$ cat config.mk
export PLATFORM = sky130hd
export DESIGN_NAME = range_stream_sender
export DESIGN_NICKNAME = d
export VERILOG_FILES = /design/src/rtl/range_stream_sender.sv
export SDC_FILE = /design/constraint.sdc
export NUM_CORES = 1
export LEC_CHECK = 0
export CORE_AREA = 2 2 163 165
export CTS_BUF_LIST = sky130_fd_sc_hd__clkbuf_2 sky130_fd_sc_hd__clkbuf_4 sky130_fd_sc_hd__clkbuf_8
export DETAILED_ROUTE_END_ITERATION = 12
export DIE_AREA = 0 0 165 167
export PLACE_DENSITY = 0.41
export SLEW_MARGIN = 10
export SYNTH_ARGS = -nofsm -noshare
export SYNTH_HDL_FRONTEND = slang
export SYNTH_SLANG_ARGS = --single-unit
export TNS_END_PERCENT = 5
$ cat constraint.sdc
create_clock -name i_clock -period 3.2 [get_ports i_clock]
set_input_delay 0.64 -clock i_clock [delete_from_list [all_inputs] [get_ports i_clock]]
set_output_delay 0.64 -clock i_clock [all_outputs]
set_load 0.01 [all_outputs]
$ cat src/rtl/range_stream_sender.sv
// range_stream_sender: buffers host words, replays them as a go ... finish burst to a RangeFinder.
// Latency: go/first word one cycle after start is sampled, one word per cycle, done the cycle after finish.
// Backpressure: none downstream; wr_en/start ignored while busy or in error, rf_error aborts to a sticky error.
// Optional build macro: RANGE_SENDER_REPLAY_EN (retain buffer after a clean burst so it can be resent).

module range_stream_sender #(
    parameter int WIDTH = 8,
    parameter int DEPTH = 16
) (
    input  logic                       i_clock,
    input  logic                       i_reset,
    input  logic                       i_wr_en,
    input  logic [WIDTH-1:0]           i_wr_data,
    input  logic                       i_start,
    input  logic                       i_clear,
    input  logic                       i_rf_error,
    output logic [WIDTH-1:0]           o_data_out,
    output logic                       o_go,
    output logic                       o_finish,
    output logic                       o_busy,
    output logic                       o_full,
    output logic [$clog2(DEPTH+1)-1:0] o_count,
    output logic                       o_done,
    output logic                       o_err
);

    localparam int CW = $clog2(DEPTH + 1);
    localparam int IW = $clog2(DEPTH);

    localparam logic [CW-1:0] ONE      = CW'(1);
    localparam logic [CW-1:0] TWO      = CW'(2);
    localparam logic [CW-1:0] FULL_CNT = CW'(DEPTH);

    typedef enum logic [1:0] {
        S_IDLE = 2'd0,
        S_SEND = 2'd1,
        S_ERR  = 2'd2
    } state_t;

    // Registered state and outputs
    state_t           r_state;
    logic [CW-1:0]    r_count;
    // Index of the next word to drive during SEND (word 0 goes out with go)
    logic [CW-1:0]    r_idx;
    logic [WIDTH-1:0] r_data;
    logic             r_go;
    logic             r_finish;
    logic             r_busy;
    logic             r_full;
    logic             r_done;
    logic             r_err;

    // Word storage; contents are don't-care after reset
    logic [WIDTH-1:0] r_buf [DEPTH];

    // Next-state values
    state_t           w_nxt_state;
    logic [CW-1:0]    w_nxt_count;
    logic [CW-1:0]    w_nxt_idx;
    logic [WIDTH-1:0] w_nxt_data;
    logic             w_nxt_go;
    logic             w_nxt_finish;
    logic             w_nxt_done;
    logic             w_nxt_err;
    logic             w_wr_fire;
    logic [IW-1:0]    w_wr_addr;
    logic [IW-1:0]    w_rd_addr;
    logic [CW-1:0]    w_last_idx;

    // r_idx never exceeds DEPTH-1 while reading, and writes are blocked when full,
    // so the low IW bits address the whole buffer.
    assign w_wr_addr  = r_count[IW-1:0];
    assign w_rd_addr  = r_idx[IW-1:0];
    assign w_last_idx = r_count - ONE;

    // Next-state and next-output decode; clear beats everything, then downstream error
    always_comb begin
        w_nxt_state  = r_state;
        w_nxt_count  = r_count;
        w_nxt_idx    = r_idx;
        w_nxt_data   = '0;
        w_nxt_go     = 1'b0;
        w_nxt_finish = 1'b0;
        w_nxt_done   = 1'b0;
        w_nxt_err    = r_err;
        w_wr_fire    = 1'b0;

        if (i_clear) begin
            w_nxt_state = S_IDLE;
            w_nxt_count = '0;
            w_nxt_idx   = '0;
            w_nxt_err   = 1'b0;
        end else if (i_rf_error && ((r_state == S_SEND) || r_done)) begin
            // The RangeFinder rejected the stream: abort without finish
            w_nxt_state = S_ERR;
            w_nxt_idx   = '0;
            w_nxt_err   = 1'b1;
        end else begin
            case (r_state)
                S_IDLE: begin
                    if (i_start) begin
                        // start has priority over a simultaneous write
                        if (r_count >= TWO) begin
                            w_nxt_state = S_SEND;
                            w_nxt_go    = 1'b1;
                            w_nxt_data  = r_buf[0];
                            w_nxt_idx   = ONE;
                        end else begin
                            // A burst needs distinct go and finish words
                            w_nxt_state = S_ERR;
                            w_nxt_err   = 1'b1;
                        end
                    end else if (i_wr_en && !r_full) begin
                        w_wr_fire   = 1'b1;
                        w_nxt_count = r_count + ONE;
                    end
                end

                S_SEND: begin
                    if (r_finish) begin
                        // Last word is on the wire this cycle; report completion next
                        w_nxt_state = S_IDLE;
                        w_nxt_done  = 1'b1;
                        w_nxt_idx   = '0;
`ifdef RANGE_SENDER_REPLAY_EN
                        w_nxt_count = r_count;
`else
                        w_nxt_count = '0;
`endif
                    end else begin
                        w_nxt_data   = r_buf[w_rd_addr];
                        w_nxt_finish = (r_idx == w_last_idx);
                        w_nxt_idx    = r_idx + ONE;
                    end
                end

                S_ERR: begin
                    // Sticky until clear; start and wr_en are ignored
                end

                default: begin
                    w_nxt_state = S_IDLE;
                end
            endcase
        end
    end

    // State and output registers; reset drops every output at once
    always_ff @(posedge i_clock or posedge i_reset) begin
        if (i_reset) begin
            r_state  <= S_IDLE;
            r_count  <= '0;
            r_idx    <= '0;
            r_data   <= '0;
            r_go     <= 1'b0;
            r_finish <= 1'b0;
            r_busy   <= 1'b0;
            r_full   <= 1'b0;
            r_done   <= 1'b0;
            r_err    <= 1'b0;
        end else begin
            r_state  <= w_nxt_state;
            r_count  <= w_nxt_count;
            r_idx    <= w_nxt_idx;
            r_data   <= w_nxt_data;
            r_go     <= w_nxt_go;
            r_finish <= w_nxt_finish;
            r_busy   <= (w_nxt_state == S_SEND);
            r_full   <= (w_nxt_count == FULL_CNT);
            r_done   <= w_nxt_done;
            r_err    <= w_nxt_err;
        end
    end

    // Buffer write port; no reset needed on storage
    always_ff @(posedge i_clock) begin
        if (w_wr_fire) begin
            r_buf[w_wr_addr] <= i_wr_data;
        end
    end

    assign o_data_out = r_data;
    assign o_go       = r_go;
    assign o_finish   = r_finish;
    assign o_busy     = r_busy;
    assign o_full     = r_full;
    assign o_count    = r_count;
    assign o_done     = r_done;
    assign o_err      = r_err;

endmodule

**After elaboration in Yosys (flattened, before gate mapping)**

Memories as Yosys holds them, arrays and structs flattened.
Index checks and enable logic that the tools add are counted.

- Register bits after elaboration: 26
- Memory bits (writable): 128
- Input bits: 14
- Logic and storage cells: 82
- Memories kept: 1

Memories:

| name | words | width | read ports | clocked after Yosys merged registers in | wr ports | line | RTL |
|---|---|---|---|---|---|---|---|
| r_buf | 16 | 8 | 2 | 0 | 1 | 54 | `logic [WIDTH-1:0] r_buf [DEPTH];` |

- Add/sub/neg operators: 3
- Magnitude comparators: 1
- Equal/unequal tests: 8
- Multiplexer cells: 49
- Reductions and logical operators: 10

Operator list:

| kind | count |
|---|---|
| two-way mux 5 bit | 10 |
| two-way mux 8 bit | 5 |
| two-way mux 1 bit | 25 |
| one-hot mux 5 bit (2 select lines) | 2 |
| one-hot mux 8 bit (2 select lines) | 1 |
| adder 5 x 1 -> 5 bit, second input constant | 2 |
| two-way mux 2 bit | 5 |
| inequality test 4 bit, second input constant | 2 |
| one-hot mux 2 bit (3 select lines) | 1 |
| AND reduction 3 bit | 2 |
| nonzero test 3 bit | 2 |
| equality test 5 bit | 1 |
| equality test 5 bit, second input constant | 1 |
| greater-or-equal comparator 5 x 2 -> 1 bit, second input constant | 1 |
| subtractor 5 x 1 -> 5 bit, second input constant | 1 |
| equality test 2 x 1 -> 1 bit, second input constant | 2 |
| nonzero test 4 bit | 1 |
| inequality test 3 bit, second input constant | 1 |
| equality test 2 bit, second input constant | 1 |
| logical AND 1 bit | 2 |
| logical NOT 2 bit | 1 |
| logical NOT 1 bit | 1 |
| logical OR 1 bit | 1 |

**Longest topological paths before layout**

- Word-level depth: 9
- Depth in mapped cells: 7
- Depth with buffers taken out: 7

**Worst setup path after synthesis**

OpenSTA, ideal clock, no wires.

- Path type: input port to flip-flop
- From: input port i_rf_error
- To: memory r_buf[0][0], enable pin
- Library setup time: 0.383 ns
- Arrival time: 1.986 ns
- Required time: 2.817 ns
- Slack: 0.830 ns
- Cell stages on the path: 4
- Path buffers: 0
- Cells stage by stage: a211oi_4 and3b_2 nand2_1 nor3_1

- Word-level cells in the longest chain between the ends: 5

Ends and longest elaborated chain:

| element | line | RTL |
|---|---|---|
| start: declaration | 16 | `input logic i_rf_error,` |
| logical AND 1 bit | 93 | `end else if (i_rf_error && ((r_state == S_SEND) \|\| r_done)) begin` |
| two-way mux 1 bit | 93 |  |
| two-way mux 1 bit | 88 | `if (i_clear) begin` |
| two-way mux 1 bit | 177 | `if (w_wr_fire) begin` |
| two-way mux 1 bit (not written as such) | 178 | `r_buf[w_wr_addr] <= i_wr_data;` |
| end: declaration | 54 |  |

No other way between the ends.

**Worst setup path after layout**

- From: register r_count[2] (netlist: o_count[2])
- To: output port o_count[2]

RTL lines:

| element | line | RTL |
|---|---|---|
| start: declaration | 42 | `logic [CW-1:0] r_count;` |
| start signal: assignment | 163 | `r_count <= w_nxt_count;` |
| end: declaration | 22 | `output logic [$clog2(DEPTH+1)-1:0] o_count,` |

No word-level cell between the ends.

==> summary.md <==
| Metric | Value |
|---|---|
| Status | `finished, final reports clean` |
| Initial antenna violation count | `0` |
| I/O pin count | `33` |
| Critical path launch point | `o_count[2]$_DFF_PP0_` |
| Placer Congestion | `0.7256` |
| Die area | `27560 µm²` |
| Chip height | `167 µm` |
| Synth top area cells | `edfxtp_1, mux4_2, dfrtp_1` |
| Nature of the critical path endpoint | `output port` |
| Pwr per Cell Area | `~490 nW/µm²` |
| Yosys Warn Count | `0` |
| DR WL/cell | `roughly 19 µm` |
| Final period utilization | `75.45%` |
| Buf+Inv Stages, Crit Path | `1` |
| Clk pin slew, worst setup/hold paths | `0.08 ns` |
| Layout area overhead | `18.87%` |
| Via density | `4.405` |
| Slowest stage delay, CP | `0.69 ns` |
| DRC | `0` |
| Die X | `165 µm` |
| Design Area, Final | `7552 µm²` |
| Syn Nets | `371` |
| Final setup viols | `0` |
| Nets | `about 430` |
| R2R cell count | `5` |
| Syn_area_per_cell | `18.05 µm²` |
| Fin cells | `758` |
| Clk buf depth | `2` |
| Clk sinks | `154` |
| Post-synth top area cell | `edfxtp_1` |
| Reg2reg setup slack | `0.93 ns` |
| Placed instance count | `726` |
| Std-Cell Rows | `59` |
| Worst Hold Path EP | `o_data_out[3]$_DFF_PP0_` |
| Hold path startpoint | `r_buf[0][3]$_DFFE_PP_` |
| Worst EP arrival | `1.77 ns` |
| Final min period | `2.414 ns` |
| Critical Path Fanout Max | `16` |
| Leak | `between 2 and 3 nW` |
| Initial DRC Count | `262` |
| Top-area cell type share of the netlist area | `60.50%` |
| Crit Path Category | `reg -> out` |
| Share of layout cells above drive strength 1 | `between 20% and 30%` |
| Largest net degree at the start of global routing | `41` |
| Post-CTS Resized | `0` |
| HPWL after detailed placement | `9433 µm` |
| Initial Util | `24.66%` |
| Clock skew | `between 0.01 and 0.015 ns` |
| Final Power | `around 3.7 mW` |
| Cell Area, Synth | `6354 µm²` |
| 1st-pass router iterations | `4` |
| # hold bufs at CTS | `0` |
| WHS Path Cells | `1` |
| Total core area | `25760 µm²` |
| Via count | `3339` |
| Ant. Diodes | `0` |
| Clk Latency, worst-skew pair | `between 0.4 and 0.5 ns` |
| Normalized max-slew margin | `36.97%` |
| Worst slew pin tran | `0.9455 ns` |
| First-pass GRT wire length | `between 20000 and 25000 µm` |
| FF-to-FF Start | `r_idx[0]$_DFFE_PP0P_` |
| Peak supply drop | `0.1800 mV` |
| Most frequent cell after synthesis | `edfxtp_1` |
| RSZ-0062 raised after global routing | `no` |
| WL final | `14610 µm` |
| CTS buffer count | `17` |
| Cells after Synth | `352` |
| Post-CTS Setup Inserts | `0` |
| Hold Vio Cnt, Final | `0` |
| Req. time, crit path | `2.56 ns` |
| Top_reg_cell synth | `edfxtp_1` |
| Maxcap violations | `0` |
| Slew Limit Fails | `0` |
| Reg2reg end | `o_data_out[7]$_DFF_PP0_` |
| Total track usage | `11.40%` |
| Max Clock Freq | `414.2 MHz` |
| Vias in the first global route | `approximately 3600` |
| Sum Neg Setup Slack | `0 ns` |
| Hold Crit Class | `reg -> reg` |
| Worst path cell trace | `clkdlybuf4s50_1` |
| Async S/R FF share, synth | `16.88%` |
| Slowest cell on crit path | `dfrtp_1` |
| DP Area | `7188 µm²` |
| Post-synthesis sequential area ratio | `between 70% and 80%` |
| Cell family with most CP delay | `flip-flops` |
| Number of synthesized flops with an enable pin | `128` |
| Post-synthesis cell type count | `46` |
| CTS Root Cell | `clkbuf_8` |
| Synth cell count leaders | `edfxtp_1, mux4_2, dfrtp_1` |
| PortBufs | `32` |
| Final ANT Viol Nets | `0` |
| Yosys reg bits | `154` |
| Critical path startpoint category | `register` |
| H-Tree Depth | `4` |
| Gr ovfl total | `0` |
| CTS tree | `done` |
-- cell type report --
type	instances	area [µm²]
fill	2532	18210
clock buffer	18	241.5
clock inverter	14	122.6
multi-input combinational	175	1734
timing repair buffer	57	520.5
tap	335	419.2
sequential	154	4496
inverter	5	18.77
-- power by group --
group / total [mW] / leakage [nW] / switching, mW / internal [mW]
sequential: 2.19 / 1.51 / 0.0129 / 2.18
clock: 1.38 / 0.186 / 0.750 / 0.627
combinational: 0.127 / 0.820 / 0.0733 / 0.0541
-- per-stage QoR --
step                      utilization (%)  setup WS [ns]  hold slack [ns]
after global routing                29.31         0.6511           0.5251
after global placement              27.90         0.5342           0.4625
after floorplan                         -         0.8305           0.4465
after CTS                           29.31         0.7276           0.4983
after detailed placement            27.90         0.5272           0.4703
final                               29.31         0.7857           0.4952
-- sequential cells by signal, indices dropped and copies added (netlist names) --
signal and count:
o_done 1, o_go 1, o_full 1, r_buf 128, o_count 5, o_finish 1, r_state 2, o_data_out 8
r_idx 5, o_err 1, o_busy 1
-- placed cells by master (no fill, tap or decap), types with 4 or more instances in the layout --
master	synthesis	routed
nand2b_1	4	4
nor3_1	6	6
xnor2_1	5	5
nand3_1	5	5
and3_1	4	4
ha_1	5	5
clkbuf_8	0	17
inv_1	5	5
dfrtp_1	26	25
buf_4	0	24
clkdlybuf4s50_1	0	32
nand2_1	12	12
edfxtp_1	128	128
nor2_1	21	21
a21oi_1	5	5
a21o_1	8	8
o22ai_1	8	8
a31oi_1	4	4
mux2i_1	16	16
mux4_2	32	32
-- how the worst max path moves through the flow --
stage,endpoint,cells after the start,slack (ns)
CTS,o_count[2],1,0.73
floorplan,r_buf[0][0]$_DFFE_PP_,4,0.83
finish,o_count[2],1,0.79
detailed placement,r_buf[2][2]$_DFFE_PP_,6,0.53
global placement,r_buf[2][2]$_DFFE_PP_,6,0.53
global route,o_count[2],1,0.65
-- kinds of logic (layout without fill, tap and decap cells) --
kind of cell             Yosys count  after routing  synth area share (%)
XOR/XNOR                           7              7                0.9650
AND/OR/NAND/NOR                   66             66                 5.711
adder cells (fa/ha/maj)            5              5                0.9846
flip-flops                       154            154                 70.74
buffers and inverters             23             94                 1.969
multiplexers                      48             48                 13.86
AO/OA/AOI/OAI                     49             49                 5.770
-- per-layer routing --
layer  part of all wire [%]  GRT usage, %  up-vias
met5                      0             0        -
met4                    1.1         3.176        0
met3                    3.4         3.064       15
met2                     49         18.28       56
met1                     46         15.17     1742
li1                       -             -     1526
(Power assumes the default switching activity.)
